[config.mk]
export PLATFORM = sky130hd
export DESIGN_NAME = conv_stream_engine_flat
export DESIGN_NICKNAME = d
export VERILOG_FILES = /design/src/rtl/conv_stream_if.sv /design/src/rtl/conv_stream_engine.sv /design/src/flat_wrapper.sv
export SDC_FILE = /design/constraint.sdc
export NUM_CORES = 1
export LEC_CHECK = 0
export ABC_AREA = 1
export CAP_MARGIN = 20
export CORE_ASPECT_RATIO = 1.1
export CORE_UTILIZATION = 56
export DETAILED_ROUTE_END_ITERATION = 8
export HOLD_SLACK_MARGIN = 0.02
export PLACE_DENSITY = 0.83
export SETUP_SLACK_MARGIN = 0.1
export SYNTH_ARGS = -nofsm -noshare
export SYNTH_HDL_FRONTEND = slang
export SYNTH_SLANG_ARGS = --single-unit
[constraint.sdc]
create_clock -name clk -period 5 [get_ports clk]
set_clock_uncertainty 0.2 [all_clocks]
set_input_delay 1 -clock clk [delete_from_list [all_inputs] [get_ports clk]]
set_output_delay 1 -clock clk [all_outputs]
set_load 0.1 [all_outputs]
[src/rtl/conv_stream_if.sv]
// Stream bundle for conv_stream_engine: sample input port and y output port.
// slave  = engine side, master = source/sink side.
interface conv_stream_if #(
  parameter int DW = 4,
  parameter int OW = 11
);
  logic          in_valid;
  logic          in_ready;
  logic [DW-1:0] in_data;
  logic          out_valid;
  logic          out_ready;
  logic [OW-1:0] out_data;
  logic          out_last;

  modport slave (
    input  in_valid, in_data, out_ready,
    output in_ready, out_valid, out_data, out_last
  );

  modport master (
    output in_valid, in_data, out_ready,
    input  in_ready, out_valid, out_data, out_last
  );
endinterface

[src/rtl/conv_stream_engine.sv]
// conv_stream_engine: loads x[0..NX-1] then h[0..NH-1], computes the full
// linear convolution y[0..NX+NH-2] with one shared MAC (one product per
// clock) and streams each y out over a valid/ready port.
// Optional build macro: CONV_SIGNED_EN (two's complement operands,
// sign-extended products); otherwise operands are unsigned.
module conv_stream_engine #(
  parameter int DW = 4,
  parameter int NX = 8,
  parameter int NH = 8,
  parameter int OW = 2*DW + $clog2((NX < NH) ? NX : NH)
) (
  input  logic         clk,
  input  logic         rst_n,
  conv_stream_if.slave s,
  output logic         busy
);
  localparam int NT = NX + NH;           // total loaded samples
  localparam int NW = $clog2(NT);        // width of every index/counter
  localparam int PW = (OW > 2*DW) ? OW : 2*DW;

  localparam logic [NW-1:0] LAST_LD = NW'(NT-1);
  localparam logic [NW-1:0] LAST_N  = NW'(NT-2);
  localparam logic [NW-1:0] HBASE   = NW'(NX);
  localparam logic [NW-1:0] NXM1    = NW'(NX-1);
  localparam logic [NW-1:0] NHM1    = NW'(NH-1);
  localparam logic [NW-1:0] ONE     = NW'(1);

  typedef enum logic [1:0] {S_LOAD, S_COMPUTE, S_OUTPUT} state_t;

  state_t        state, nstate;
  // x lives in slots 0..NX-1, h in slots NX..NX+NH-1, so the load counter
  // doubles as the write address.
  logic [DW-1:0] sbuf [NT];
  logic [NW-1:0] lcnt, n, k;
  logic [OW-1:0] acc;

  logic [DW-1:0] xk, hk;
  logic [PW-1:0] xe, he, prod;
  logic          in_fire, out_fire, k_last, n_last, ld_last;

  // first tap of y[nn]: max(0, nn-NH+1)
  function automatic logic [NW-1:0] kmin(input logic [NW-1:0] nn);
    return (nn > NHM1) ? (nn - NHM1) : '0;
  endfunction

  // last tap of y[nn]: min(nn, NX-1)
  function automatic logic [NW-1:0] kmax(input logic [NW-1:0] nn);
    return (nn < NXM1) ? nn : NXM1;
  endfunction

  assign in_fire  = (state == S_LOAD) && s.in_valid;
  assign out_fire = (state == S_OUTPUT) && s.out_ready;
  assign k_last   = (k == kmax(n));
  assign n_last   = (n == LAST_N);
  assign ld_last  = (lcnt == LAST_LD);

  // MAC operands: x[k] and h[n-k]. Operands are extended to PW before the
  // multiply so the low OW bits equal the 2*DW-bit product extended to OW.
  assign xk = sbuf[k];
  assign hk = sbuf[HBASE + n - k];
`ifdef CONV_SIGNED_EN
  assign xe = {{(PW-DW){xk[DW-1]}}, xk};
  assign he = {{(PW-DW){hk[DW-1]}}, hk};
`else
  assign xe = {{(PW-DW){1'b0}}, xk};
  assign he = {{(PW-DW){1'b0}}, hk};
`endif
  assign prod = xe * he;

  assign s.in_ready  = (state == S_LOAD);
  assign s.out_valid = (state == S_OUTPUT);
  assign s.out_data  = acc;
  assign s.out_last  = (state == S_OUTPUT) && n_last;
  assign busy        = (state != S_LOAD);

  // state register
  always_ff @(posedge clk or negedge rst_n) begin
    if (!rst_n) state <= S_LOAD;
    else        state <= nstate;
  end

  // next-state: LOAD until last h sample, COMPUTE for L(n) clocks, OUTPUT
  // until accepted, then next y or back to LOAD after the last one
  always_comb begin
    nstate = state;
    case (state)
      S_LOAD:    if (in_fire && ld_last) nstate = S_COMPUTE;
      S_COMPUTE: if (k_last)             nstate = S_OUTPUT;
      S_OUTPUT:  if (s.out_ready)        nstate = n_last ? S_LOAD : S_COMPUTE;
      default:                           nstate = S_LOAD;
    endcase
  end

  // sample buffer: contents are don't-care after reset, so no reset here
  always_ff @(posedge clk) begin
    if (in_fire) sbuf[lcnt] <= s.in_data;
  end

  // counters and accumulator; all hold while OUTPUT is stalled
  always_ff @(posedge clk or negedge rst_n) begin
    if (!rst_n) begin
      lcnt <= '0;
      n    <= '0;
      k    <= '0;
      acc  <= '0;
    end else begin
      case (state)
        S_LOAD: if (in_fire) begin
          if (ld_last) begin
            lcnt <= '0;
            n    <= '0;
            k    <= '0;
            acc  <= '0;
          end else begin
            lcnt <= lcnt + ONE;
          end
        end
        S_COMPUTE: begin
          acc <= acc + prod[OW-1:0];
          k   <= k + ONE;
        end
        S_OUTPUT: if (out_fire) begin
          if (n_last) begin
            lcnt <= '0;
          end else begin
            n   <= n + ONE;
            k   <= kmin(n + ONE);
            acc <= '0;
          end
        end
        default: ;
      endcase
    end
  end
endmodule

[src/flat_wrapper.sv]
// flat-port wrapper written by rule: the top's interface ports become plain ports
module conv_stream_engine_flat 
#(
  parameter int DW = 4,
  parameter int NX = 8,
  parameter int NH = 8,
  parameter int OW = 2*DW + $clog2((NX < NH) ? NX : NH)
)
  (clk, rst_n, busy, s_in_valid, s_in_data, s_out_ready, s_in_ready, s_out_valid, s_out_data, s_out_last);
  conv_stream_if #(.DW(DW), .OW(OW)) s_i ();
  input  logic clk;
  input  logic rst_n;
  output logic busy;
  input wire logic [$bits(s_i.in_valid)-1:0] s_in_valid;
  input wire logic [$bits(s_i.in_data)-1:0] s_in_data;
  input wire logic [$bits(s_i.out_ready)-1:0] s_out_ready;
  output wire logic [$bits(s_i.in_ready)-1:0] s_in_ready;
  output wire logic [$bits(s_i.out_valid)-1:0] s_out_valid;
  output wire logic [$bits(s_i.out_data)-1:0] s_out_data;
  output wire logic [$bits(s_i.out_last)-1:0] s_out_last;
  assign s_i.in_valid = s_in_valid;
  assign s_i.in_data = s_in_data;
  assign s_i.out_ready = s_out_ready;
  assign s_in_ready = s_i.in_ready;
  assign s_out_valid = s_i.out_valid;
  assign s_out_data = s_i.out_data;
  assign s_out_last = s_i.out_last;
  conv_stream_engine #(.DW(DW), .NX(NX), .NH(NH), .OW(OW)) u_core (.clk(clk), .rst_n(rst_n), .s(s_i), .busy(busy));
endmodule
# After elaboration in Yosys (flattened, before gate mapping)
# Memories as Yosys holds them, arrays and structs flattened.
# Index checks and enable logic that the tools add are counted.
dict set report classes {
  n_addsub 7
  n_mul 1
  magnitude_cmp 2
  n_eq_ne 13
  mux 27
  n_reduce_logical 12
}
# cell n
set op_table {}
lappend op_table {{two-way mux 4 bit} 12}
lappend op_table {{two-way mux 11 bit} 4}
lappend op_table {{case mux 11 bit (3 select lines)} 1}
lappend op_table {{case mux 4 bit (2 select lines)} 2}
lappend op_table {{adder 4 x 1 -> 4 bit, second input constant} 3}
lappend op_table {{inequality test 2 x 1 -> 1 bit, second input constant} 6}
lappend op_table {{case mux 4 bit (3 select lines)} 1}
lappend op_table {{adder 11 bit} 1}
lappend op_table {{AND reduction 5 bit} 2}
lappend op_table {{equality test 4 bit, second input constant} 2}
lappend op_table {{multiplier 4 x 4 -> 8 bit} 1}
lappend op_table {{two-way mux 2 bit} 3}
lappend op_table {{case mux 2 bit (3 select lines)} 1}
lappend op_table {{adder 4 bit, first input constant} 1}
lappend op_table {{equality test 4 bit} 1}
lappend op_table {{> comparator 4 x 3 -> 1 bit, second input constant} 1}
lappend op_table {{logical AND 1 bit} 4}
lappend op_table {{less-than comparator 4 x 3 -> 1 bit, second input constant} 1}
lappend op_table {{inequality test 2 bit, second input constant} 2}
lappend op_table {{AND reduction 4 bit} 1}
lappend op_table {{nonzero test 2 bit} 2}
lappend op_table {{subtractor 4 x 3 -> 4 bit, second input constant} 1}
lappend op_table {{subtractor 4 bit} 1}
lappend op_table {{two-way mux 1 bit} 3}
lappend op_table {{other kinds (5)} 5}
dict set report word_totals {
  regBits 25
  ramBits 64
  inputBits 8
  out_inout_bits 15
  word_cells 68
  mem_count 1
}
# memory depth word_bits read_ports rd_ports_with_merged_regs wr line
set mem_list {}
lappend mem_list {u_core.sbuf 16 4 2 0 1 conv_stream_engine.sv:33} ;# logic [DW-1:0] sbuf [NT];

# Longest topological paths before layout
dict set report logic_depth {
  depth_word 6
  ltp_mapped 32
  depth_no_buf 30
}

# Least setup slack after synthesis
# OpenSTA, ideal clock, no wires.
dict set report synth_timing {
  path_type {register to register}
  startpoint {reg u_core.k[1]}
  endpoint {reg u_core.acc[10], in the netlist u_core.s.out_data[10]}
  setup_ps 120
  t_arrival_ps 5232
  required_ps 4680
  path_slack_ps -552
  stages_incl_launch_ff 30
  path_buffers 3
  period_less_slack_ps 5552
  path_cell_list {dfrtp_1 buf_4 inv_2 buf_2 ha_1 ha_1 inv_1 fa_1 clkbuf_1 inv_1 nand3_1 nand3_1 nand2_1 inv_1 nand2_1 fa_1 inv_1 fa_1 inv_1 fa_1 o221ai_1 xor2_1 ha_1 nand2_1 nor2_1 nand3_1 nand3_1 nand2_1 nand4_1 nand2_1}
}
dict set report synth_between {
  elab_chain_len 5
}
# element line
set synth_rtl {}
lappend synth_rtl {{start, declared} conv_stream_engine.sv:34} ;# logic [NW-1:0] lcnt, n, k;
lappend synth_rtl {{start signal, assigned} conv_stream_engine.sv:120} ;# k <= k + ONE;
lappend synth_rtl {{start signal, assigned} conv_stream_engine.sv:127} ;# k <= kmin(n + ONE);
lappend synth_rtl {{subtractor 4 bit} conv_stream_engine.sv:60} ;# assign hk = sbuf[HBASE + n - k];
lappend synth_rtl {{memory read (16 x 4 bit) (*)} n/a}
lappend synth_rtl {{multiplier 4 x 4 -> 8 bit (*)} conv_stream_engine.sv:68} ;# assign prod = xe * he;
lappend synth_rtl {{adder 11 bit (*)} conv_stream_engine.sv:119} ;# acc <= acc + prod[OW-1:0];
lappend synth_rtl {{case mux 11 bit (3 select lines) (*)} conv_stream_engine.sv:107} ;# case (state)
lappend synth_rtl {{end signal, assigned} conv_stream_engine.sv:119}
lappend synth_rtl {{end, declared} conv_stream_engine.sv:35} ;# logic [OW-1:0] acc;
# Mark *: on every way between the ends. The rest lies on a longest branch, timed or not.
# A chain may end at the register's enable or synchronous reset.

# Worst setup path in the final report
dict set report layout_timing {
  startpoint {reg u_core.k[1]}
  endpoint {reg u_core.acc[9], in the netlist u_core.s.out_data[9]}
}
# Same word-level chain as after synthesis.

==> metrics <==
worst-skew pair later-pin latency=0.38 ns; largest incremental delay on the critical path=0.59 ns; # setup viols final=3; layout cells sized above 1=14.0%; n_diodes=0; final worst-path setup slack=-0.0789 ns; unique cell type count in the Yosys netlist=34; average wire per cell in the routed design=17.2 µm; master cell of the clock root buffer=clkbuf_8; gate family responsible for the most delay along the worst path=adder cells; global-route usage over all layers=28.6%; area after detailed placement=6160 µm²; arithmetic-cell share of the synthesized area counting full adders, half adders and majority gates=10.1%; number of cells after detailed placement=806; worst slew pin tran=0.969 ns; clock buffer depth=2; hold worst-path end=u_core.s.out_data[10]; arrival time worst endpoint=5.16 ns; Syn Std Cell Area=5670 µm²; nets in the synthesized netlist=719; final hold violation count=0; Detailed Routing Iterations Pass 1=8; num ports=23; die outline area=10500 µm²; hold buffer count at cts=0; Worst Path Class, Setup=flip-flop to flip-flop; Vias/cell=5.90; largest family of logic cells by synthesized area=simple AND/OR/NAND/NOR gates; violations in the final reports=design-rule violations, negative setup slack; cell at the slowest stage of the critical path=fa_1; largest net degree at the start of global routing=53; data required time at the worst endpoint=5.08 ns; setup repair after global routing missed its margin=true; outcome=finished, violations left; synthesized-area fraction occupied by and/or/nand/nor cells=21.8%; Setup TNS Final=-0.123 ns; post-synthesis instance total=669; number of vias in the routed layout=4884; classification of the worst-slack hold path=flip-flop to flip-flop; CTS clk-pin slew, worst paths=0.10 ns; number of buffers inserted during clock tree synthesis=9; Post-Synthesis Mean Instance Area=8.48 µm²; signed area change from the synthesized netlist to the final layout=16.9%; r2r setup slk=-0.08 ns; final max-slew violation count=0; worst reg-to-reg path cell count=26; number of cells traversed by the worst hold path=2; core area=9840 µm²; launch point of the worst reg-to-reg path=u_core.k[1]; core utilization of the finished layout=67.4%; max-cap viol count=0; number of levels the H-tree was split into=3; first-pass GRT wire length=22800 µm; compound-cell area share of the yosys netlist=11.5%; clock sink total=89; cells taking the most area after synthesis=edfxtp_1, dfrtp_1, nand2_1; most frequent standard cell in the layout excluding fill and tap cells=nand2_1; launch instance of the worst min-delay path=u_core.s.out_data[10]; combined buffer and inverter count along the critical path=7; detailed router's first-iteration violation count=466; HPWL reported at the end of detailed placement=10400 µm; multiplexer area fraction after synthesis=0%; ratio of final minimum period to clock period=102%; number of synthesized register bits=89; Worst setup SP type=flip-flop; sequential area share after synthesis=44.9%; Final nets=753; antenna violations before repair=0; cell repeated most along the worst path=nand2_1; total wire length=14300 µm; buffers added on ports=22; number of synthesis warnings=0; post-route DRC violation count=1; starting density of the core=57.6%; endpoint type of the worst setup path=flip-flop; endpoint of the worst register-to-register path=u_core.s.out_data[9]; final critical-path required period=5.08 ns; die span in y=108 µm; post-synthesis xor/xnor area fraction=3.55%; Critical Path Start=u_core.k[1]; final cell count without fillers=828; Post-Layout Inst Area=6630 µm²; biggest area consumer among synthesized cells=edfxtp_1; routability-driven placement congestion ratio=0.967; final global-route overflow total=0; number of nets still failing antenna checks after routing=0; area share of the largest cell type after synthesis=33.9%; top achievable clock speed=0.197 GHz; Die X=97.9 µm; CTS tree=yes; count of standard-cell rows=38; commonest cells after routing, fill and taps aside=nand2_1, nand3_1, inv_1, edfxtp_1; Max transition margin=35.2%; via count of the first global-routing pass=4720; top fanout value on the critical path=5
==> timing repair <==
action                                  CTS  global route
gates cloned                              0             0
resized for setup                        10            31
endpoints found under the setup margin    6             7
pin swaps                                 9            13
buffers inserted                          4             2
==> worst max path at each step <==
stage                           endpoint  cells past startpoint
floorplan           u_core.s.out_data[9]                     31
global placement    u_core.s.out_data[9]                     22
detailed placement  u_core.s.out_data[9]                     29
CTS                 u_core.s.out_data[9]                     23
global route        u_core.s.out_data[8]                     26
finish              u_core.s.out_data[9]                     26
==> stage by stage <==
step                hold slack (ns)  worst slack (ns)
finish                        0.348           -0.0789
floorplan                     0.311           -0.0913
detailed placement            0.306            -0.155
global route                  0.381            -0.328
global placement              0.296            0.0327
CTS                           0.327           -0.0758
==> synthesized netlist by cell type <==
library cell,instances
a21oi_1,45
a22o_1,1
a31oi_1,1
buf_1,2
buf_2,13
buf_4,3
buf_6,1
clkbuf_1,5
clkinv_1,1
dfrtp_1,25
edfxtp_1,64
fa_1,6
ha_1,36
inv_1,84
inv_2,5
nand2_1,138
nand2_4,1
nand3_1,89
nand3_2,2
nand4_1,5
nor2_1,47
nor2_2,1
nor2_4,2
nor3_1,1
o211ai_1,18
o21ai_0,45
o21ai_1,2
o21bai_1,1
o221ai_1,1
o22ai_1,4
xnor2_1,5
xnor2_2,1
xnor2_4,1
xor2_1,13
==> state kept, by name, summed over array words and instances (netlist names) <==
name and count:
u_core.lcnt 4, u_core.s.out_data 11, u_core.n 4, u_core.state 2, u_core.sbuf 64, u_core.k 4
==> tightest hold or removal path: stages, from the launching register on <==
cell	delay (ns)
dfrtp_1	0.40
nand2_1	0.07
nand2_1	0.06
==> cell families (layout without fill, tap and decap cells) <==
| kind of cell | Yosys count | count (layout) |
|---|---|---|
| simple gates | 286 | 286 |
| buf+inv | 114 | 153 |
| flops | 89 | 89 |
| compound gates | 118 | 118 |
| xor+xnor | 20 | 20 |
| fa+ha+maj | 42 | 42 |
==> layer usage <==
layer | GRT usage, % | vias up | share of wire [%]
li1 | - | 2319 | -
met1 | 35.0 | 2264 | 40
met2 | 49.2 | 252 | 50
met3 | 4.35 | 49 | 6.7
met4 | 14.6 | 0 | 3.4
met5 | 0 | - | 0
==> layout make-up <==
class	instances	area [µm²]
Sequential cell	89	2550
Inverter	90	350
Clock buffer	9	124
Fill cell	769	3210
Clock inverter	7	101
Multi-Input combinational cell	466	2940
Timing Repair Buffer	47	415
Tap cell	120	150
Power is left out: the tool's default activity adds up to more than one toggle a clock period on the data nets, which glitch-free logic cannot reach.
